--- config.mk ---
export PLATFORM = sky130hd
export DESIGN_NAME = mem_arbiter_ctrl_flat
export DESIGN_NICKNAME = d
export VERILOG_FILES = /design/src/rtl/mem_arbiter_ctrl_pkg.sv /design/src/rtl/mem_arbiter_ctrl_if.sv /design/src/rtl/mem_arbiter_ctrl_arb.sv /design/src/rtl/mem_arbiter_ctrl.sv /design/src/flat_wrapper.sv
export SDC_FILE = /design/constraint.sdc
export NUM_CORES = 1
export LEC_CHECK = 0
export CAP_MARGIN = 25
export CORE_MARGIN = 2
export CORE_UTILIZATION = 46
export CTS_CLUSTER_SIZE = 10
export DETAILED_ROUTE_END_ITERATION = 16
export GPL_TIMING_DRIVEN = 0
export PLACE_DENSITY_LB_ADDON = 0.15
export RECOVER_POWER = 50
export SLEW_MARGIN = 0
export SYNTH_ARGS = -nofsm -noshare
export SYNTH_HDL_FRONTEND = slang
export SYNTH_SLANG_ARGS = --single-unit
--- constraint.sdc ---
create_clock -name clk -period 2.76 [get_ports clk]
set_input_delay 0.552 -clock clk [delete_from_list [all_inputs] [get_ports clk]]
set_output_delay 0.552 -clock clk [all_outputs]
set_load 0.03 [all_outputs]
--- src/rtl/mem_arbiter_ctrl_pkg.sv ---
// ---------------------------------------------------------------------------
// mem_ctrl_pkg
// Shared definitions for the two-port memory arbiter/sequencer:
//   state_t       - sequencer states
//   LINE_WORDS    - words per cache line returned by a line read
//   OFFSET_BITS   - address bits selecting a word inside a line
//   TCNT_W        - width of the ready_mem stuck-busy timeout counter
// ---------------------------------------------------------------------------
package mem_ctrl_pkg;

    typedef enum logic [2:0] {
        IDLE    = 3'd0,
        RD_CMD  = 3'd1,
        RD_CAP  = 3'd2,
        RD_WAIT = 3'd3,
        WR_CMD  = 3'd4,
        WR_WAIT = 3'd5
    } state_t;

    localparam int LINE_WORDS  = 4;
    localparam int OFFSET_BITS = 2;
    localparam int TCNT_W      = 8;

endpackage

--- src/rtl/mem_arbiter_ctrl_if.sv ---
// ---------------------------------------------------------------------------
// mem_arbiter_ctrl_if
// One requester's request/response channel into mem_arbiter_ctrl.
//   valid/we/addr/wdata : request, held stable by the requester until ready
//   ready               : one-cycle accept pulse from the arbiter
//   rsp_valid/rsp_data  : read beat (or write acknowledge / abort)
//   rsp_beat            : word index of the beat within the line
//   rsp_last            : final beat of a read, or the write acknowledge
//   rsp_err             : stuck-busy timeout abort
// master = requester side, slave = arbiter side.
// ---------------------------------------------------------------------------
interface mem_arbiter_ctrl_if
    import mem_ctrl_pkg::*;
#(
    parameter int AWIDTH = 9,
    parameter int DWIDTH = 8
);

    logic                   valid;
    logic                   we;
    logic [AWIDTH-1:0]      addr;
    logic [DWIDTH-1:0]      wdata;
    logic                   ready;
    logic                   rsp_valid;
    logic [DWIDTH-1:0]      rsp_data;
    logic [OFFSET_BITS-1:0] rsp_beat;
    logic                   rsp_last;
    logic                   rsp_err;

    modport master (
        output valid, we, addr, wdata,
        input  ready, rsp_valid, rsp_data, rsp_beat, rsp_last, rsp_err
    );

    modport slave (
        input  valid, we, addr, wdata,
        output ready, rsp_valid, rsp_data, rsp_beat, rsp_last, rsp_err
    );

endinterface

--- src/rtl/mem_arbiter_ctrl_arb.sv ---
// ---------------------------------------------------------------------------
// rr_arbiter2
// Two-way round-robin arbiter. Grants are combinational from the request
// lines and the remembered last winner; the winner is registered whenever a
// grant is issued so that the other requester wins the next tie.
//   clk, reset     : clock, asynchronous active-high reset
//   enable         : arbitration allowed this cycle
//   req0, req1     : requests
//   grant0, grant1 : one-hot (or zero) grant
// After reset last_grant=1, so requester 0 wins the first tie.
// ---------------------------------------------------------------------------
module rr_arbiter2 (
    input  logic clk,
    input  logic reset,
    input  logic enable,
    input  logic req0,
    input  logic req1,
    output logic grant0,
    output logic grant1
);

    logic last_grant;

    // On a tie the requester that did not win last time is served.
    assign grant0 = enable & req0 & (~req1 | last_grant);
    assign grant1 = enable & req1 & (~req0 | ~last_grant);

    always_ff @(posedge clk or posedge reset) begin
        if (reset) begin
            last_grant <= 1'b1;
        end else if (grant0 | grant1) begin
            last_grant <= grant1;
        end
    end

endmodule

--- src/rtl/mem_arbiter_ctrl.sv ---
// ---------------------------------------------------------------------------
// mem_arbiter_ctrl
// Round-robin arbiter and command sequencer placing two requesters
// (0 = instruction fetch, 1 = data) in front of a single-port memory.
// A request is either a 4-word line read, returned beat by beat, or a
// single-word write. Memory commands are paced on ready_mem, and a
// transaction is aborted if ready_mem stays low for TIMEOUT cycles.
//
// Ports:
//   clk, reset      : clock, asynchronous active-high reset
//   req0, req1      : requester channels (mem_arbiter_ctrl_if.slave)
//   rd_mem, wr_mem  : one-cycle memory read / write commands
//   addr_mem        : memory address
//   data_to_mem     : memory write data
//   data_from_mem   : memory read data, valid one cycle after rd_mem
//   ready_mem       : memory idle (1) / busy (0)
// All outputs are registered.
// ---------------------------------------------------------------------------
module mem_arbiter_ctrl
    import mem_ctrl_pkg::*;
#(
    parameter int AWIDTH  = 9,
    parameter int DWIDTH  = 8,
    parameter int TIMEOUT = 16
) (
    input  logic                clk,
    input  logic                reset,
    mem_arbiter_ctrl_if.slave   req0,
    mem_arbiter_ctrl_if.slave   req1,
    output logic                rd_mem,
    output logic                wr_mem,
    output logic [AWIDTH-1:0]   addr_mem,
    output logic [DWIDTH-1:0]   data_to_mem,
    input  logic [DWIDTH-1:0]   data_from_mem,
    input  logic                ready_mem
);

    // Word address of a given beat inside the line containing a.
    function automatic logic [AWIDTH-1:0] beat_addr(
        input logic [AWIDTH-1:0]      a,
        input logic [OFFSET_BITS-1:0] b
    );
        return {a[AWIDTH-1:OFFSET_BITS], b};
    endfunction

    // Registered state
    state_t                 state;
    logic [OFFSET_BITS-1:0] beat;
    logic                   owner;
    logic [AWIDTH-1:0]      lat_addr;
    logic [TCNT_W-1:0]      tcnt;

    // Next-state values
    state_t                 state_n;
    logic [OFFSET_BITS-1:0] beat_n;
    logic                   owner_n;
    logic [AWIDTH-1:0]      lat_addr_n;
    logic [TCNT_W-1:0]      tcnt_n;

    // Next output values
    logic                   rd_n;
    logic                   wr_n;
    logic [AWIDTH-1:0]      maddr_n;
    logic [DWIDTH-1:0]      mdata_n;
    logic [1:0]             ready_n;
    logic                   rsp_valid_n;
    logic [DWIDTH-1:0]      rsp_data_n;
    logic [OFFSET_BITS-1:0] rsp_beat_n;
    logic                   rsp_last_n;
    logic                   rsp_err_n;

    // Arbitration
    logic                   arb_en;
    logic                   gnt0;
    logic                   gnt1;
    logic                   pick_we;
    logic [AWIDTH-1:0]      pick_addr;
    logic [DWIDTH-1:0]      pick_wdata;
    logic                   timed_out;

    // A new transaction may only start when the memory is idle.
    assign arb_en = (state == IDLE) && ready_mem;

    rr_arbiter2 u_arb (
        .clk    (clk),
        .reset  (reset),
        .enable (arb_en),
        .req0   (req0.valid),
        .req1   (req1.valid),
        .grant0 (gnt0),
        .grant1 (gnt1)
    );

    assign pick_we    = gnt1 ? req1.we    : req0.we;
    assign pick_addr  = gnt1 ? req1.addr  : req0.addr;
    assign pick_wdata = gnt1 ? req1.wdata : req0.wdata;

    // The counter is cleared on wait-state entry and bumped per busy cycle;
    // when this compare hits, the current busy cycle is the TIMEOUT-th one.
    assign timed_out = (tcnt == TCNT_W'(TIMEOUT - 1));

    always_comb begin
        state_n     = state;
        beat_n      = beat;
        owner_n     = owner;
        lat_addr_n  = lat_addr;
        tcnt_n      = tcnt;
        rd_n        = 1'b0;
        wr_n        = 1'b0;
        maddr_n     = '0;
        mdata_n     = '0;
        ready_n     = 2'b00;
        rsp_valid_n = 1'b0;
        rsp_data_n  = '0;
        rsp_beat_n  = '0;
        rsp_last_n  = 1'b0;
        rsp_err_n   = 1'b0;

        case (state)
            IDLE: begin
                if (gnt0 | gnt1) begin
                    owner_n    = gnt1;
                    lat_addr_n = pick_addr;
                    ready_n    = {gnt1, gnt0};
                    // Outputs are registered, so the command for the first
                    // cycle of the next state is launched from here.
                    if (pick_we) begin
                        state_n = WR_CMD;
                        wr_n    = 1'b1;
                        maddr_n = pick_addr;
                        mdata_n = pick_wdata;
                    end else begin
                        state_n = RD_CMD;
                        beat_n  = '0;
                        rd_n    = 1'b1;
                        maddr_n = beat_addr(pick_addr, '0);
                    end
                end
            end

            RD_CMD: begin
                state_n = RD_CAP;
            end

            RD_CAP: begin
                rsp_valid_n = 1'b1;
                rsp_data_n  = data_from_mem;
                rsp_beat_n  = beat;
                rsp_last_n  = (beat == OFFSET_BITS'(LINE_WORDS - 1));
                beat_n      = beat + 1'b1;
                tcnt_n      = '0;
                state_n     = RD_WAIT;
            end

            RD_WAIT: begin
                if (ready_mem) begin
                    // beat has already advanced; zero means the line wrapped.
                    if (beat == '0) begin
                        state_n = IDLE;
                    end else begin
                        state_n = RD_CMD;
                        rd_n    = 1'b1;
                        maddr_n = beat_addr(lat_addr, beat);
                    end
                end else if (timed_out) begin
                    rsp_valid_n = 1'b1;
                    rsp_last_n  = 1'b1;
                    rsp_err_n   = 1'b1;
                    beat_n      = '0;
                    state_n     = IDLE;
                end else begin
                    tcnt_n = tcnt + 1'b1;
                end
            end

            WR_CMD: begin
                tcnt_n  = '0;
                state_n = WR_WAIT;
            end

            WR_WAIT: begin
                if (ready_mem) begin
                    rsp_valid_n = 1'b1;
                    rsp_last_n  = 1'b1;
                    state_n     = IDLE;
                end else if (timed_out) begin
                    rsp_valid_n = 1'b1;
                    rsp_last_n  = 1'b1;
                    rsp_err_n   = 1'b1;
                    beat_n      = '0;
                    state_n     = IDLE;
                end else begin
                    tcnt_n = tcnt + 1'b1;
                end
            end

            default: begin
                state_n = IDLE;
            end
        endcase
    end

    always_ff @(posedge clk or posedge reset) begin
        if (reset) begin
            state           <= IDLE;
            beat            <= '0;
            owner           <= 1'b0;
            lat_addr        <= '0;
            tcnt            <= '0;
            rd_mem          <= 1'b0;
            wr_mem          <= 1'b0;
            addr_mem        <= '0;
            data_to_mem     <= '0;
            req0.ready      <= 1'b0;
            req0.rsp_valid  <= 1'b0;
            req0.rsp_data   <= '0;
            req0.rsp_beat   <= '0;
            req0.rsp_last   <= 1'b0;
            req0.rsp_err    <= 1'b0;
            req1.ready      <= 1'b0;
            req1.rsp_valid  <= 1'b0;
            req1.rsp_data   <= '0;
            req1.rsp_beat   <= '0;
            req1.rsp_last   <= 1'b0;
            req1.rsp_err    <= 1'b0;
        end else begin
            state           <= state_n;
            beat            <= beat_n;
            owner           <= owner_n;
            lat_addr        <= lat_addr_n;
            tcnt            <= tcnt_n;
            rd_mem          <= rd_n;
            wr_mem          <= wr_n;
            addr_mem        <= maddr_n;
            data_to_mem     <= mdata_n;
            req0.ready      <= ready_n[0];
            req1.ready      <= ready_n[1];
            // Only the owning port's response channel ever moves.
            req0.rsp_valid  <= rsp_valid_n & ~owner;
            req0.rsp_data   <= owner ? '0 : rsp_data_n;
            req0.rsp_beat   <= owner ? '0 : rsp_beat_n;
            req0.rsp_last   <= rsp_last_n & ~owner;
            req0.rsp_err    <= rsp_err_n & ~owner;
            req1.rsp_valid  <= rsp_valid_n & owner;
            req1.rsp_data   <= owner ? rsp_data_n : '0;
            req1.rsp_beat   <= owner ? rsp_beat_n : '0;
            req1.rsp_last   <= rsp_last_n & owner;
            req1.rsp_err    <= rsp_err_n & owner;
        end
    end

endmodule
--- src/flat_wrapper.sv ---
// flat-port wrapper written by rule: the top's interface ports become plain ports
module mem_arbiter_ctrl_flat import mem_ctrl_pkg::*;
#(
    parameter int AWIDTH  = 9,
    parameter int DWIDTH  = 8,
    parameter int TIMEOUT = 16
)
  (clk, reset, rd_mem, wr_mem, addr_mem, data_to_mem, data_from_mem, ready_mem, req0_valid, req0_we, req0_addr, req0_wdata, req0_ready, req0_rsp_valid, req0_rsp_data, req0_rsp_beat, req0_rsp_last, req0_rsp_err, req1_valid, req1_we, req1_addr, req1_wdata, req1_ready, req1_rsp_valid, req1_rsp_data, req1_rsp_beat, req1_rsp_last, req1_rsp_err);
  mem_arbiter_ctrl_if #(.AWIDTH(AWIDTH), .DWIDTH(DWIDTH)) req0_i ();
  mem_arbiter_ctrl_if #(.AWIDTH(AWIDTH), .DWIDTH(DWIDTH)) req1_i ();
  input  logic clk;
  input  logic reset;
  output logic rd_mem;
  output logic wr_mem;
  output logic [AWIDTH-1:0] addr_mem;
  output logic [DWIDTH-1:0] data_to_mem;
  input  logic [DWIDTH-1:0] data_from_mem;
  input  logic ready_mem;
  input wire logic [$bits(req0_i.valid)-1:0] req0_valid;
  input wire logic [$bits(req0_i.we)-1:0] req0_we;
  input wire logic [$bits(req0_i.addr)-1:0] req0_addr;
  input wire logic [$bits(req0_i.wdata)-1:0] req0_wdata;
  output wire logic [$bits(req0_i.ready)-1:0] req0_ready;
  output wire logic [$bits(req0_i.rsp_valid)-1:0] req0_rsp_valid;
  output wire logic [$bits(req0_i.rsp_data)-1:0] req0_rsp_data;
  output wire logic [$bits(req0_i.rsp_beat)-1:0] req0_rsp_beat;
  output wire logic [$bits(req0_i.rsp_last)-1:0] req0_rsp_last;
  output wire logic [$bits(req0_i.rsp_err)-1:0] req0_rsp_err;
  input wire logic [$bits(req1_i.valid)-1:0] req1_valid;
  input wire logic [$bits(req1_i.we)-1:0] req1_we;
  input wire logic [$bits(req1_i.addr)-1:0] req1_addr;
  input wire logic [$bits(req1_i.wdata)-1:0] req1_wdata;
  output wire logic [$bits(req1_i.ready)-1:0] req1_ready;
  output wire logic [$bits(req1_i.rsp_valid)-1:0] req1_rsp_valid;
  output wire logic [$bits(req1_i.rsp_data)-1:0] req1_rsp_data;
  output wire logic [$bits(req1_i.rsp_beat)-1:0] req1_rsp_beat;
  output wire logic [$bits(req1_i.rsp_last)-1:0] req1_rsp_last;
  output wire logic [$bits(req1_i.rsp_err)-1:0] req1_rsp_err;
  assign req0_i.valid = req0_valid;
  assign req0_i.we = req0_we;
  assign req0_i.addr = req0_addr;
  assign req0_i.wdata = req0_wdata;
  assign req0_ready = req0_i.ready;
  assign req0_rsp_valid = req0_i.rsp_valid;
  assign req0_rsp_data = req0_i.rsp_data;
  assign req0_rsp_beat = req0_i.rsp_beat;
  assign req0_rsp_last = req0_i.rsp_last;
  assign req0_rsp_err = req0_i.rsp_err;
  assign req1_i.valid = req1_valid;
  assign req1_i.we = req1_we;
  assign req1_i.addr = req1_addr;
  assign req1_i.wdata = req1_wdata;
  assign req1_ready = req1_i.ready;
  assign req1_rsp_valid = req1_i.rsp_valid;
  assign req1_rsp_data = req1_i.rsp_data;
  assign req1_rsp_beat = req1_i.rsp_beat;
  assign req1_rsp_last = req1_i.rsp_last;
  assign req1_rsp_err = req1_i.rsp_err;
  mem_arbiter_ctrl #(.AWIDTH(AWIDTH), .DWIDTH(DWIDTH), .TIMEOUT(TIMEOUT)) u_core (.clk(clk), .reset(reset), .req0(req0_i), .req1(req1_i), .rd_mem(rd_mem), .wr_mem(wr_mem), .addr_mem(addr_mem), .data_to_mem(data_to_mem), .data_from_mem(data_from_mem), .ready_mem(ready_mem));
endmodule
==> out/metrics.yaml <==
detailed_routing:
  wl_per_cell_um: 14.8
  detail-route-antenna-nets: 0
  vias: 2435
  vias_per_cell: 5.29
  drc: 0
  drt-initial-drc-count: 152
  drt_wl_total_mm: 6.81
  dr.pass1.iters: 4
global_routing:
  antenna_found_initial: 0
  grt_max_degree: 70
  grt_usage: 0.204
  overflow: 0
  grt_pass1_vias: 2411
  grt_pass1_wl_mm: 11.5
synthesis:
  async_flop_share: 1.00
  ys_types: 45
  syn_avg_cell_area_sq_um: 10.8
  ys.flop_type: "dfrtp_1"
  yosysTopAreaCellShare: 0.582
  yosys_register_bits: 69
  yosysTopAreaCell: "dfrtp_1"
  synth_edf_count: 0
  synth_area_leaders: "dfrtp_1 (58%), a21o_1 (4.1%), nand2_1 (3.7%)"
  synthesis.nets: 324
  syn-instance-count: 272
  ys_warn_count: 0
  ys_seq_area_frac: 0.591
  synth_area_sq_um: 2930
min_path:
  holdPathStages: 1
  hold_start: "u_core.lat_addr[7]$_DFFE_PP0P_"
  worstHoldEndpoint: "u_core.addr_mem[7]$_DFF_PP0_"
  hp-class: "reg -> reg"
cells_and_area:
  drive_above_1_share: 0.0757
  nFillCells: 490
  regArea_sq_um: 1730
  fin_area_sq_um: 4150
  post-route-util: 0.664
  multiInputGateArea_sq_um: 1100
  instances_no_fill: 460
  antenna_cells: 0
  nets: 430
  syn2layout_area_growth_pct: 41.7
critical_path:
  rr_endpoint: "u_core.lat_addr[8]$_DFFE_PP0P_"
  rr_startpoint: "u_core.state[2]$_DFFE_PP0P_"
  required_ns: 3.05
  cp.arrival_ns: 2.68
  worst_r2r_path_depth: 7
  crit_fanout: 10
  critPathSlowestCell: "clkdlybuf4s50_1"
  worstSetupPathType: "in -> reg"
  path_cells: "clkdlybuf4s50_1 > nor4b_2 > clkbuf_1 > o21ai_1 > buf_2 > a21oi_1 > a21o_1"
  ff2ff_setup_slack_ns: 0.47
  start_kind: "input port"
  slowest_delay_ns: 0.51
  worst_setup_path_end_kind: "flip-flop"
floorplanning:
  ios: 96
  start_util: 0.469
  core_area_sq_um: 6240
  floorplan.rows: 29
  die_h_um: 83.7
  die_x_um: 83.7
  dieArea_sq_um: 7010
placement:
  dp.cells: 444
  io_buffers: 95
  gp_congestion: 0.852
  hpwl_mm: 4.80
  placed_cell_area_sq_um: 3980
power:
  ir_drop_uv: 477
  leakage_nw: 1.93
  power_density_nw_per_um2: 835
sta:
  min_period_over_period: 0.867
  slew_headroom: 0.0837
  fmax_mhz: 418
  fin_worst_skew_ns: 0.00773
  drv_slew: 0
  rsz0062_at_grt: "no"
  worst_pin_slew_ns: 1.37
  hold_viol_final: 0
  finalSetupViolations: 0
  fin_crit_ns: 2.39
clocking:
  clk_pin_slew_ns: 0.07
  clockBufferDepth: 2
  cts_buffers: 9
  cts_resized: 0
  cts_tree: "built"
  cts_max_level: 3
  cts_setup_buffers: 0
  cts_sinks: 69
  cts_root_buf: "clkbuf_8"
  ctsHoldBuffers: 0
  clk_latency_ns: 0.35
flow_run:
  maxCapViolCount: 0
run_status:
  status: "finished, final reports clean"
[cells in the mapped netlist (2+ instances only)]
cell      count
and2_1       10
nor3_1        4
mux2i_1       3
nor4_1        6
nand2b_1      7
and3_1        9
clkbuf_1      9
o21ai_0      19
nor2_1        9
nand3_1      12
ha_1          3
dfrtp_1      68
or3_1         4
buf_2         5
a32o_1        2
nand2_1      29
nand4b_1      2
inv_1         8
a21oi_1      20
a21o_1       16
xnor2_1       3
[power breakdown]
part	total (mW)	internal, mW	switching, mW
clock network	0.736	0.328	0.408
registers	1.38	1.24	0.133
logic	1.35	0.553	0.795
total	3.46	2.13	1.34
[layout by cell type, fill, tap and decap left out, types with 2 or more instances in the layout]
cell type / instances
nand3_1: 12
clkbuf_1: 10
nor4_1: 6
xnor2_1: 3
clkdlybuf4s50_1: 94
and3_1: 9
a32o_1: 2
and2_0: 8
clkinv_2: 2
and2_1: 2
clkbuf_8: 9
nand4b_1: 2
mux2i_1: 3
a21o_1: 16
nor3_1: 4
ha_1: 3
inv_6: 2
nor2_1: 9
inv_1: 7
nand2_1: 29
clkinvlp_4: 3
a21oi_1: 20
nand2b_1: 7
dfrtp_1: 68
buf_2: 4
or3_1: 4
o21ai_0: 19
[how the worst max path moves through the flow]
stage              start                        endpoint  slack [ns]  cells after the start
6_report       ready_mem  u_core.lat_addr[8]$_DFFE_PP0P_        0.37                      7
5_1_grt        ready_mem    u_core.addr_mem[8]$_DFF_PP0_        0.23                      7
4_1_cts        ready_mem    u_core.addr_mem[3]$_DFF_PP0_        0.61                      6
3_5_place_dp   ready_mem    u_core.addr_mem[3]$_DFF_PP0_        0.27                      6
3_3_place_gp       reset      u_core.tcnt[3]$_DFFE_PP0P_       -0.62                      2
2_1_floorplan      reset    u_core.addr_mem[0]$_DFF_PP0_        0.47                      1
[sequential cells by signal, indices dropped and copies added, names as in the netlist, 2 cells and up]
signal and count:
u_core.req1.rsp_data 8, u_core.state 3, u_core.addr_mem 9, u_core.tcnt 8, u_core.req0.rsp_beat 2, u_core.req0.rsp_data 8, u_core.data_to_mem 8, u_core.beat 2
u_core.req1.rsp_beat 2, u_core.lat_addr 7
[stage by stage]
step / setup TNS, ns / power, mW / hold WS, ns / worst slack [ns]
after global placement: -42.10 / 2.71 / 0.457 / -0.622
after global routing: 0 / 3.67 / 0.498 / 0.233
final: 0 / 3.46 / 0.481 / 0.367
after CTS: 0 / 3.49 / 0.483 / 0.614
after detailed placement: 0 / 2.75 / 0.468 / 0.269
after floorplan: 0 / 2.23 / 0.450 / 0.470
[area by class of cell]
class	instances	area share
clock inverters	7	0.0121
multi-input cells	180	0.267
flip-flops and latches	69	0.417
clock buffers	9	0.0299
plain buffers	14	0.0139
repair buffers	95	0.229
inverters	9	0.00815
well taps	77	0.0232
[per-layer routing]
layer,wire (um),track usage
met5,0,0
met4,68,0.0792
met3,353,0.0425
met2,3280,0.323
met1,3110,0.277
[kinds of logic (layout without fill, tap and decap cells)]
group,count (synthesis),in the layout,synth area share
xor gates and xnor gates,4,4,0.0120
and+or+nand+nor,99,99,0.183
buffers and inverters,23,134,0.0316
AOI/OAI and AO/OA,70,70,0.154
muxes,4,4,0.0154
DFF,69,69,0.591
adders and majority gates,3,3,0.0128
[worst max-delay path: cells and delay by family]
kind | cells | cell delay [ns]
buffers and inverters | 3 | 1.20
and+or+nand+nor | 1 | 0.29
AOI/OAI and AO/OA | 3 | 0.64
Power figures use the tool's default switching activity.
